<file path="src/rtl/nnrv_pkg.sv">
// Shared defaults and helpers for the nnrv fetch path.
package nnrv_pkg;

  localparam int unsigned DefInstrWidth = 32;
  localparam int unsigned DefAddrWidth  = 8;
  localparam int unsigned DefXlen       = 32;
  localparam logic [31:0] DefNopInstr   = 32'h0000_0013;

  // A fetch-queue entry is {instr, pc}.
  function automatic int unsigned fq_entry_width(int unsigned instr_width,
                                                 int unsigned addr_width);
    return instr_width + addr_width;
  endfunction

endpackage

</file>
<file path="src/rtl/nnrv_sync_fifo.sv">
// Synchronous FIFO with flush; flush wins over push, reset wins over everything.
module nnrv_sync_fifo
  import nnrv_pkg::*;
#(
  parameter int unsigned WIDTH = 8,
  parameter int unsigned DEPTH = 4
) (
  input  logic                   i_clk,
  input  logic                   i_rst,
  input  logic                   push,
  input  logic                   pop,
  input  logic                   flush,
  input  logic [WIDTH-1:0]       wdata,
  output logic [WIDTH-1:0]       rdata,
  output logic                   full,
  output logic                   empty,
  output logic [$clog2(DEPTH):0] count
);

  localparam int unsigned PtrW = $clog2(DEPTH);
  localparam logic [PtrW-1:0] PtrOne = PtrW'(1);

  logic [WIDTH-1:0] mem_q [DEPTH];
  logic [PtrW-1:0]  wptr_q, rptr_q;
  logic [PtrW:0]    count_q;
  logic             do_push, do_pop;

  assign empty   = (count_q == '0);
  assign full    = (count_q == (PtrW + 1)'(DEPTH));
  assign do_pop  = pop && !empty;
  // A pop frees the slot the push lands in, so push is legal when full and popping.
  assign do_push = push && (!full || do_pop);
  assign rdata   = mem_q[rptr_q];
  assign count   = count_q;

  always_ff @(posedge i_clk) begin
    if (i_rst || flush) begin
      wptr_q  <= '0;
      rptr_q  <= '0;
      count_q <= '0;
    end else begin
      if (do_push) wptr_q <= wptr_q + PtrOne;
      if (do_pop)  rptr_q <= rptr_q + PtrOne;
      count_q <= count_q + (PtrW + 1)'(do_push) - (PtrW + 1)'(do_pop);
    end
  end

  always_ff @(posedge i_clk) begin
    if (do_push && !flush && !i_rst) begin
      mem_q[wptr_q] <= wdata;
    end
  end

endmodule

</file>
<file path="src/rtl/nnrv_if_fq.sv">
// Instruction fetch with a prefetch queue: issues RAM word reads ahead of decode and
// hands {instr, pc} to ID; a jump flushes the queue and refetches from the target.
module nnrv_if_fq
  import nnrv_pkg::*;
#(
  parameter int unsigned             INSTR_WIDTH = DefInstrWidth,
  parameter int unsigned             ADDR_WIDTH  = DefAddrWidth,
  parameter int unsigned             XLEN        = DefXlen,
  parameter int unsigned             FQ_DEPTH    = 4,
  parameter logic [ADDR_WIDTH-1:0]   RESET_PC    = '0,
  parameter logic [INSTR_WIDTH-1:0]  NOP_INSTR   = INSTR_WIDTH'(DefNopInstr)
) (
  input  logic                   i_clk,
  input  logic                   i_rst,
  output logic [ADDR_WIDTH-1:0]  o_ram_rd_addr,
  output logic                   o_ram_rd_en,
  output logic [3:0]             o_ram_rd_mask,
  input  logic [INSTR_WIDTH-1:0] i_ram_rd_data,
  output logic [INSTR_WIDTH-1:0] o_id_instr,
  output logic [XLEN-1:0]        o_id_cur_pc,
  output logic                   o_id_valid,
  input  logic                   i_id_stall,
  input  logic                   i_id_jmp_stall,
  input  logic [XLEN-1:0]        i_id_jmp_pc
);

  localparam int unsigned EntryW = fq_entry_width(INSTR_WIDTH, ADDR_WIDTH);
  localparam int unsigned CntW   = $clog2(FQ_DEPTH) + 1;
  localparam int unsigned SumW   = CntW + 1;
  localparam logic [ADDR_WIDTH-1:0] PcStep = ADDR_WIDTH'(4);

  logic [ADDR_WIDTH-1:0] pc_q, pc_d;
  logic [ADDR_WIDTH-1:0] inflight_pc_q, inflight_pc_d;
  logic                  inflight_q, inflight_d;
  logic [ADDR_WIDTH-1:0] jmp_addr, rd_addr;
  logic                  jmp, issue, credit_ok;
  logic [SumW-1:0]       used;

  logic                  fifo_push, fifo_pop, fifo_full, fifo_empty;
  logic [CntW-1:0]       fifo_count;
  logic [EntryW-1:0]     fifo_wdata, fifo_rdata;

  // Bits outside the word address of the jump target are dropped on purpose.
  logic unused_sigs;
  assign unused_sigs = ^{fifo_full, i_id_jmp_pc};

  assign jmp      = i_id_jmp_stall && !i_rst;
  assign jmp_addr = {i_id_jmp_pc[ADDR_WIDTH-1:2], 2'b00};

  // Credit counts queue slots plus the outstanding read so a returning word always fits.
  assign used      = SumW'(fifo_count) + SumW'(inflight_q);
  assign credit_ok = (used < SumW'(FQ_DEPTH));

  always_comb begin
    issue         = 1'b0;
    rd_addr       = pc_q;
    pc_d          = pc_q;
    inflight_pc_d = inflight_pc_q;
    if (jmp) begin
      issue   = 1'b1;
      rd_addr = jmp_addr;
    end else if (!i_rst && credit_ok) begin
      issue = 1'b1;
    end
    if (issue) begin
      pc_d          = rd_addr + PcStep;
      inflight_pc_d = rd_addr;
    end
  end

  assign inflight_d = issue;

  always_ff @(posedge i_clk) begin
    if (i_rst) begin
      pc_q          <= RESET_PC;
      inflight_q    <= 1'b0;
      inflight_pc_q <= '0;
    end else begin
      pc_q          <= pc_d;
      inflight_q    <= inflight_d;
      inflight_pc_q <= inflight_pc_d;
    end
  end

  assign o_ram_rd_en   = issue;
  assign o_ram_rd_addr = rd_addr;
  assign o_ram_rd_mask = 4'b1111;

  // Data returning during a redirect belongs to the abandoned stream.
  assign fifo_push  = inflight_q && !jmp && !i_rst;
  assign fifo_wdata = {i_ram_rd_data, inflight_pc_q};
  assign fifo_pop   = o_id_valid && !i_id_stall;

  nnrv_sync_fifo #(
    .WIDTH (EntryW),
    .DEPTH (FQ_DEPTH)
  ) u_fifo (
    .i_clk (i_clk),
    .i_rst (i_rst),
    .push  (fifo_push),
    .pop   (fifo_pop),
    .flush (jmp),
    .wdata (fifo_wdata),
    .rdata (fifo_rdata),
    .full  (fifo_full),
    .empty (fifo_empty),
    .count (fifo_count)
  );

  assign o_id_valid  = !fifo_empty && !jmp && !i_rst;
  assign o_id_instr  = o_id_valid ? fifo_rdata[EntryW-1:ADDR_WIDTH] : NOP_INSTR;
  assign o_id_cur_pc = o_id_valid ? XLEN'(fifo_rdata[ADDR_WIDTH-1:0]) : '0;

endmodule

</file>
<file path="config.mk">
export PLATFORM = sky130hd
export DESIGN_NAME = nnrv_if_fq
export DESIGN_NICKNAME = d
export VERILOG_FILES = /design/src/rtl/nnrv_pkg.sv /design/src/rtl/nnrv_sync_fifo.sv /design/src/rtl/nnrv_if_fq.sv
export SDC_FILE = /design/constraint.sdc
export NUM_CORES = 1
export LEC_CHECK = 0
export BUFFER_PORTS_ARGS = -buffer_cell sky130_fd_sc_hd__buf_2
export CAP_MARGIN = 5
export CORE_UTILIZATION = 35
export CTS_CLUSTER_DIAMETER = 150
export DETAILED_ROUTE_END_ITERATION = 10
export GPL_ROUTABILITY_DRIVEN = 0
export HOLD_SLACK_MARGIN = 0.1
export MAX_ROUTING_LAYER = met4
export PLACE_DENSITY = 0.58
export SETUP_SLACK_MARGIN = 0.02
export SLEW_MARGIN = 30
export SYNTH_ARGS = -nofsm -noshare
export SYNTH_HDL_FRONTEND = slang
export SYNTH_SLANG_ARGS = --single-unit
</file>
<file path="constraint.sdc">
create_clock -name i_clk -period 8 [get_ports i_clk]
set_clock_uncertainty 0.1 [all_clocks]
set_input_delay 1.2 -clock i_clk [delete_from_list [all_inputs] [get_ports i_clk]]
set_output_delay 1.2 -clock i_clk [all_outputs]
set_load 0.01 [all_outputs]
</file>
# Word level (Yosys, flattened, before mapping)
# Memories as Yosys holds them, arrays and structs flattened. A register that Yosys moved wholly into a read port is not among the register bits.
# Index checks and enable logic that the tools add are counted.
dict set report op_classes {
  addsub 6
  magnitude_cmp 1
  eq_ne 1
  muxes 9
  n_reduce_logical 19
}
# cell count
set ops {}
lappend ops {{two-way mux 32 bit} 1}
lappend ops {{two-way mux 8 bit} 2}
lappend ops {{logical AND 1 bit} 11}
lappend ops {{adder 8 x 3 -> 8 bit (second input constant)} 1}
lappend ops {{zero test 1 bit} 5}
lappend ops {{adder 2 x 1 -> 2 bit (second input constant)} 2}
lappend ops {{adder 3 x 1 -> 4 bit} 1}
lappend ops {{< comparator 4 x 3 -> 1 bit (second input constant)} 1}
lappend ops {{two-way mux 1 bit} 4}
lappend ops {{two-way mux 2 bit} 2}
lappend ops {{adder 3 x 1 -> 3 bit} 1}
lappend ops {{== test 3 bit (second input constant)} 1}
lappend ops {{zero test 3 bit} 1}
lappend ops {{subtractor 3 x 1 -> 3 bit} 1}
lappend ops {{logical OR 1 bit} 2}
dict set report totals {
  ff_bits 24
  ramBits 160
  inputBits 68
  out_inout_bits 78
  word_cells 43
  memories 1
}
# name words word_bits rd rd_ports_with_merged_regs write_ports line
set memory_table {}
lappend memory_table {u_fifo.mem_q 4 40 1 1 1 nnrv_sync_fifo.sv:23} ;# logic [WIDTH-1:0] mem_q [DEPTH];

# Logic depth before layout (Yosys ltp)
dict set report depth {
  word_depth 13
  depth_mapped 10
}

# Cells and area by module
# Synthesis repeated with hierarchy kept, for this count alone.
dict set report hier_totals {
  hier_cells 412
  area_unflattened_um2 7490.9
}
# module instances cells_each area_each_um2 seq_area_each_um2
set modules_own_cells {}
lappend modules_own_cells {nnrv_sync_fifo 1 256 6282.3 4984.8}
lappend modules_own_cells {nnrv_if_fq 1 156 1208.7 300.3}

# Worst setup path before layout
# OpenSTA, ideal clock, no wires.
dict set report synth_timing {
  path_type {input-to-output}
  start {in i_rst}
  end {out o_id_instr[0]}
  t_arrival_ns 2.084
  required_time_ns 6.700
  slack_ns 4.616
  cell_stages 5
  n_path_buf 2
  cell_sequence {buf_6 -> nor2_4 -> o31ai_2 -> clkbuf_1 -> or2_2}
}
dict set report synth_via {
  elab_chain_cells 6
}
# element line
set synth_rtl {}
lappend synth_rtl {{from (decl)} nnrv_if_fq.sv:14} ;# input logic i_rst,
lappend synth_rtl {{zero test 1 bit *} {nnrv_if_fq.sv:47, nnrv_if_fq.sv:110}}
lappend synth_rtl {{logical AND 1 bit} nnrv_if_fq.sv:47} ;# assign jmp = i_id_jmp_stall && !i_rst;
lappend synth_rtl {{zero test 1 bit} nnrv_if_fq.sv:110} ;# assign o_id_valid = !fifo_empty && !jmp && !i_rst;
lappend synth_rtl {{logical AND 1 bit} nnrv_if_fq.sv:110}
lappend synth_rtl {{logical AND 1 bit *} nnrv_if_fq.sv:110}
lappend synth_rtl {{two-way mux 32 bit *} nnrv_if_fq.sv:111} ;# assign o_id_instr = o_id_valid ? fifo_rdata[EntryW-1:ADDR_WIDTH] : NOP_INSTR;
lappend synth_rtl {{to (decl)} nnrv_if_fq.sv:19} ;# output logic [INSTR_WIDTH-1:0] o_id_instr,
# Every way passes the cells marked *; elsewhere a longest branch is shown, timed or not.

# Worst setup path in the final report
dict set report layout_timing {
  start {in i_rst}
  end {out o_id_instr[4]}
}
# Same word-level chain as after synthesis.

==> run summary <==
The critical path's largest stage delay works out to 390 ps. The power per unit of standard cell area is 218 nW/um2, and the clock edge transition at the registers on the reported setup and hold paths is 60 ps. The total vias in the final route is 3728. The critical path contains buffers and inverters numbering 3 combined.

In the finished design, the share of the clock period the worst path needs comes to 48.7%. The run gives 0.000121 V as the worst IR drop on VDD. Kind of critical path: in2out.

Summing the areas of all compound-gate instances in the mapped netlist gives 2.03% of the synthesized area. For the yosys synthesis warning count, the log shows 0. After synthesis, the largest family of logic cells by area is multiplexers. The effective utilization at floorplan came out at 35.8%. The fill cell instance count of the final layout was 1893; the number of setup violations in the final report was 0. For the max-slew violation total from the final report, the log shows 0.

The logs give 2590 ps for the arrival time of data at the critical path endpoint and 2 for the maximum buffer depth of the clock tree. Entering global routing, the biggest net connects 44 pins. The highest clock frequency the design can meet was 257 MHz; the share of async-settable or async-resettable flops after synthesis was 0%.

The tree is rooted in a sky130_fd_sc_hd__clkbuf_16. The total number of nets in the final design is 593, and the simple-gate portion of the synthesized area is 7.12%. The run finished with clean final reports. Multiplexer share of the synthesized area: 13.3%.

In the synthesized netlist the dominant register cell turns out to be sky130_fd_sc_hd__edfxtp_1. Of the cells placed in the final design, the portion with a size suffix greater than 1 is 36.5%. Summing the areas of all fa, ha and maj instances in the mapped netlist gives 1.60% of the synthesized area. The count of final hold-check violations is 0, and the worst hold slack after final layout is 387 ps. Adding up every negative setup slack in the final design gives 0 ps. The worst path meets setup with 4110 ps of slack. For the first-pass GRT wire length, the log shows 21600 um. The width of the die was 149 um.

The H-tree generated during clock tree synthesis spans 4 levels. Among all stages on the critical path, the largest delay is contributed by sky130_fd_sc_hd__or2_2. Global routing used 13.7% of the available tracks across all layers. After detailed routing, the total wire length is 14000 um. The tightest slew margin relative to the limit is 56.5%. The total number of placement rows is 53, and the sequential cell area fraction in the yosys report is 70.3%. After detailed routing, the number of remaining DRC violations is 0. In this run, post-CTS repair resized a total of 0 instances. Once detailed placement completed, the half-perimeter wirelength came to 8460 um. The mean routed wirelength per cell came out at 17.4 um. The cell area after synthesis is 7520 um2, and the number of nets with antenna violations after routing is 0.

The worst-margin pin slew is 653 ps, and the number of enable flip-flop cells after synthesis is 160. In this run the count of I/O pins placed on the die edge is 146. For this run the aggregate overflow at the end of global routing stands at 0.

The number of clock sinks is 184, and the number of clock buffers inserted by TritonCTS is 17. For the number of antenna violations at the first check in global routing, the log shows 1. The tool flagged a number of max-cap violations equal to 0. The required time of the critical path is 6700 ps, and the area enclosed by the die boundary is 22100 um2. Before CTS, the worst setup slack after placement is 4070 ps. For this block, wires on met1 add up to 6160 um. Of the total synthesized cell area, the portion taken by XOR and XNOR cells is 0.815%.

The worst setup path is captured at a primary output. The number of hold buffers added after CTS is 0, and the clock latency on the worst-skew pair is 420 ps. For this block, the initial DRC count from the detailed router was 227. Total power for the finished layout comes to 1.90 mW.

During placement, the flow inserted port buffers numbering 91. In the synthesized netlist, the number of instances is 420. TritonCTS built the clock tree. The register bit count reported by yosys came out at 184.

For this run, the detailed router's first-pass iteration total came to 6. Using the TritonRoute via totals, the vias-per-cell ratio works out to 4.63. The class of the most critical hold timing path is reg2reg. Grouping stages by cell kind, the critical path spends the most delay in buffers and inverters.

Number of global-route vias before repair: 3977. The post-CTS setup repair buffer count came out at 0. The most numerous cell type found on the critical path is sky130_fd_sc_hd__buf_2. Measured along the y axis, the die boundary spans 149 um. The final critical delay including setup and external delays was 3890 ps; the standby leakage power was 3.08 nW.

Walking the worst path, the cells encountered are buf_2 > nor2_4 > o31ai_4 > buf_4 > or2_2 > buf_2. The logs give 21000 um2 for the area of the placeable core and 721 um for the met3 layer wire length in the routed design. The largest driver fanout on the critical path was 43. The worst setup path is launched from a primary input. Top routing layer in use: met4.

The distinct cell type count of the synthesized netlist is 48, and the area growth from synthesis to final layout is 16.1%. Setup repair after global routing left no endpoint under its margin. The average size of a mapped cell works out to 17.9 um2. The sum of met2 wire segment lengths after detailed routing is 7000 um.
==> worst reg2reg max path: stages, from the launching register on <==
cell and delay, ps:
sky130_fd_sc_hd__dfxtp_1 380, sky130_fd_sc_hd__o31ai_4 250, sky130_fd_sc_hd__buf_4 510, sky130_fd_sc_hd__nor2_1 160
sky130_fd_sc_hd__ha_1 310, sky130_fd_sc_hd__inv_1 40, sky130_fd_sc_hd__ha_1 210, sky130_fd_sc_hd__fa_1 380
sky130_fd_sc_hd__xor2_1 160, sky130_fd_sc_hd__nor2_1 50
==> synthesized netlist by cell type, types with 2 or more instances <==
library cell / count / share of area, %
sky130_fd_sc_hd__inv_1: 9 / 0.45
sky130_fd_sc_hd__buf_2: 4 / 0.27
sky130_fd_sc_hd__conb_1: 2 / 0.10
sky130_fd_sc_hd__nor2_1: 13 / 0.65
sky130_fd_sc_hd__ha_1: 8 / 1.3
sky130_fd_sc_hd__mux2_2: 6 / 0.90
sky130_fd_sc_hd__o21ai_1: 2 / 0.13
sky130_fd_sc_hd__or2_2: 4 / 0.33
sky130_fd_sc_hd__nor3_1: 2 / 0.13
sky130_fd_sc_hd__a21oi_1: 7 / 0.47
sky130_fd_sc_hd__xor2_1: 4 / 0.47
sky130_fd_sc_hd__and2_1: 11 / 0.92
sky130_fd_sc_hd__dfxtp_1: 24 / 6.4
sky130_fd_sc_hd__nand3b_1: 2 / 0.20
sky130_fd_sc_hd__clkbuf_1: 5 / 0.25
sky130_fd_sc_hd__nor2b_1: 37 / 3.1
sky130_fd_sc_hd__buf_1: 4 / 0.20
sky130_fd_sc_hd__edfxtp_1: 160 / 64
sky130_fd_sc_hd__mux4_2: 40 / 12
sky130_fd_sc_hd__xnor2_1: 3 / 0.35
sky130_fd_sc_hd__nand3_1: 2 / 0.13
sky130_fd_sc_hd__buf_4: 28 / 2.8
sky130_fd_sc_hd__nand2_1: 16 / 0.80
sky130_fd_sc_hd__buf_6: 3 / 0.45
==> final cells by class <==
type                            count  area (um2)  share of cell area (%)
Clock buffer                       23         489                    5.60
Timing Repair Buffer               97         513                    5.87
Multi-Input combinational cell    206        1990                    22.8
Antenna cell                        1        2.50                  0.0287
Tap cell                          275         344                    3.94
Sequential cell                   184        5290                    60.6
Inverter                           10        37.5                   0.430
Clock inverter                      9        65.1                   0.745
==> power by group <==
part / total (mW) / switching [mW] / internal, mW
clock network: 0.776 / 0.341 / 0.435
registers: 1.06 / 0.00605 / 1.05
logic: 0.0701 / 0.0416 / 0.0285
total: 1.90 / 0.389 / 1.52
==> layer usage <==
metal | GRT usage (%) | vias up
met4 | 3.81 | 0
met1 | 17.0 | 1901
met3 | 3.90 | 8
met2 | 21.9 | 94
met5 | - | -
li1 | - | 1725
==> cells by family after synthesis <==
family | after synthesis
other | 2
and+or+nand+nor | 94
DFF | 184
AOI/OAI and AO/OA | 20
xor gates and xnor gates | 7
muxes | 48
adders and majority gates | 9
buffers and inverters | 56
==> registers in the layout (all words and copies together) (netlist names), named ones only <==
register       cells
inflight_q         1
u_fifo.count       3
u_fifo.mem_q     160
pc_q               8
inflight_pc_q      6
u_fifo.wptr_q      2
u_fifo.rptr_q      2
==> stage by stage <==
step / instance area [um2] / util [%] / cells
global placement: 8150 / 38.8 / 771
detailed placement: 8160 / 38.8 / 771
CTS: 8710 / 41.4 / 803
floorplan: 7620 / - / 446
finish: 8730 / 41.5 / 805
global route: 8730 / 41.5 / 805
==> worst paths after layout <==
| check | from | to | slack, ps | cells after the start |
|---|---|---|---|---|
| max | i_rst | o_id_instr[4] | 4110 | 6 |
| min | pc_q[7] | pc_q[7] | 390 | 2 |
| max reg2reg | u_fifo.count[2] | u_fifo.count[2] | 5360 | 9 |
| min reg2reg | pc_q[7] | pc_q[7] | 390 | 2 |
==> layout by cell type, fill, tap and decap left out, types with 2 or more instances in the layout <==
cell	count
sky130_fd_sc_hd__edfxtp_1	160
sky130_fd_sc_hd__buf_2	91
sky130_fd_sc_hd__mux4_2	40
sky130_fd_sc_hd__nor2b_1	37
sky130_fd_sc_hd__conb_1	28
sky130_fd_sc_hd__dfxtp_1	22
sky130_fd_sc_hd__clkbuf_16	18
sky130_fd_sc_hd__nand2_1	16
sky130_fd_sc_hd__nor2_1	13
sky130_fd_sc_hd__inv_1	9
sky130_fd_sc_hd__ha_1	8
sky130_fd_sc_hd__and2_1	7
sky130_fd_sc_hd__a21oi_1	7
sky130_fd_sc_hd__mux2_2	6
sky130_fd_sc_hd__buf_4	5
sky130_fd_sc_hd__or2_2	4
sky130_fd_sc_hd__and2_2	4
sky130_fd_sc_hd__xor2_1	4
sky130_fd_sc_hd__xnor2_1	3
sky130_fd_sc_hd__clkbuf_1	3
sky130_fd_sc_hd__clkinv_2	3
sky130_fd_sc_hd__clkinv_4	3
sky130_fd_sc_hd__nor3_1	2
sky130_fd_sc_hd__o21ai_1	2
sky130_fd_sc_hd__nand3_1	2
sky130_fd_sc_hd__nand3b_1	2
sky130_fd_sc_hd__dfxtp_4	2
sky130_fd_sc_hd__clkbuf_8	2
sky130_fd_sc_hd__inv_6	2
(Power assumes the default switching activity.)
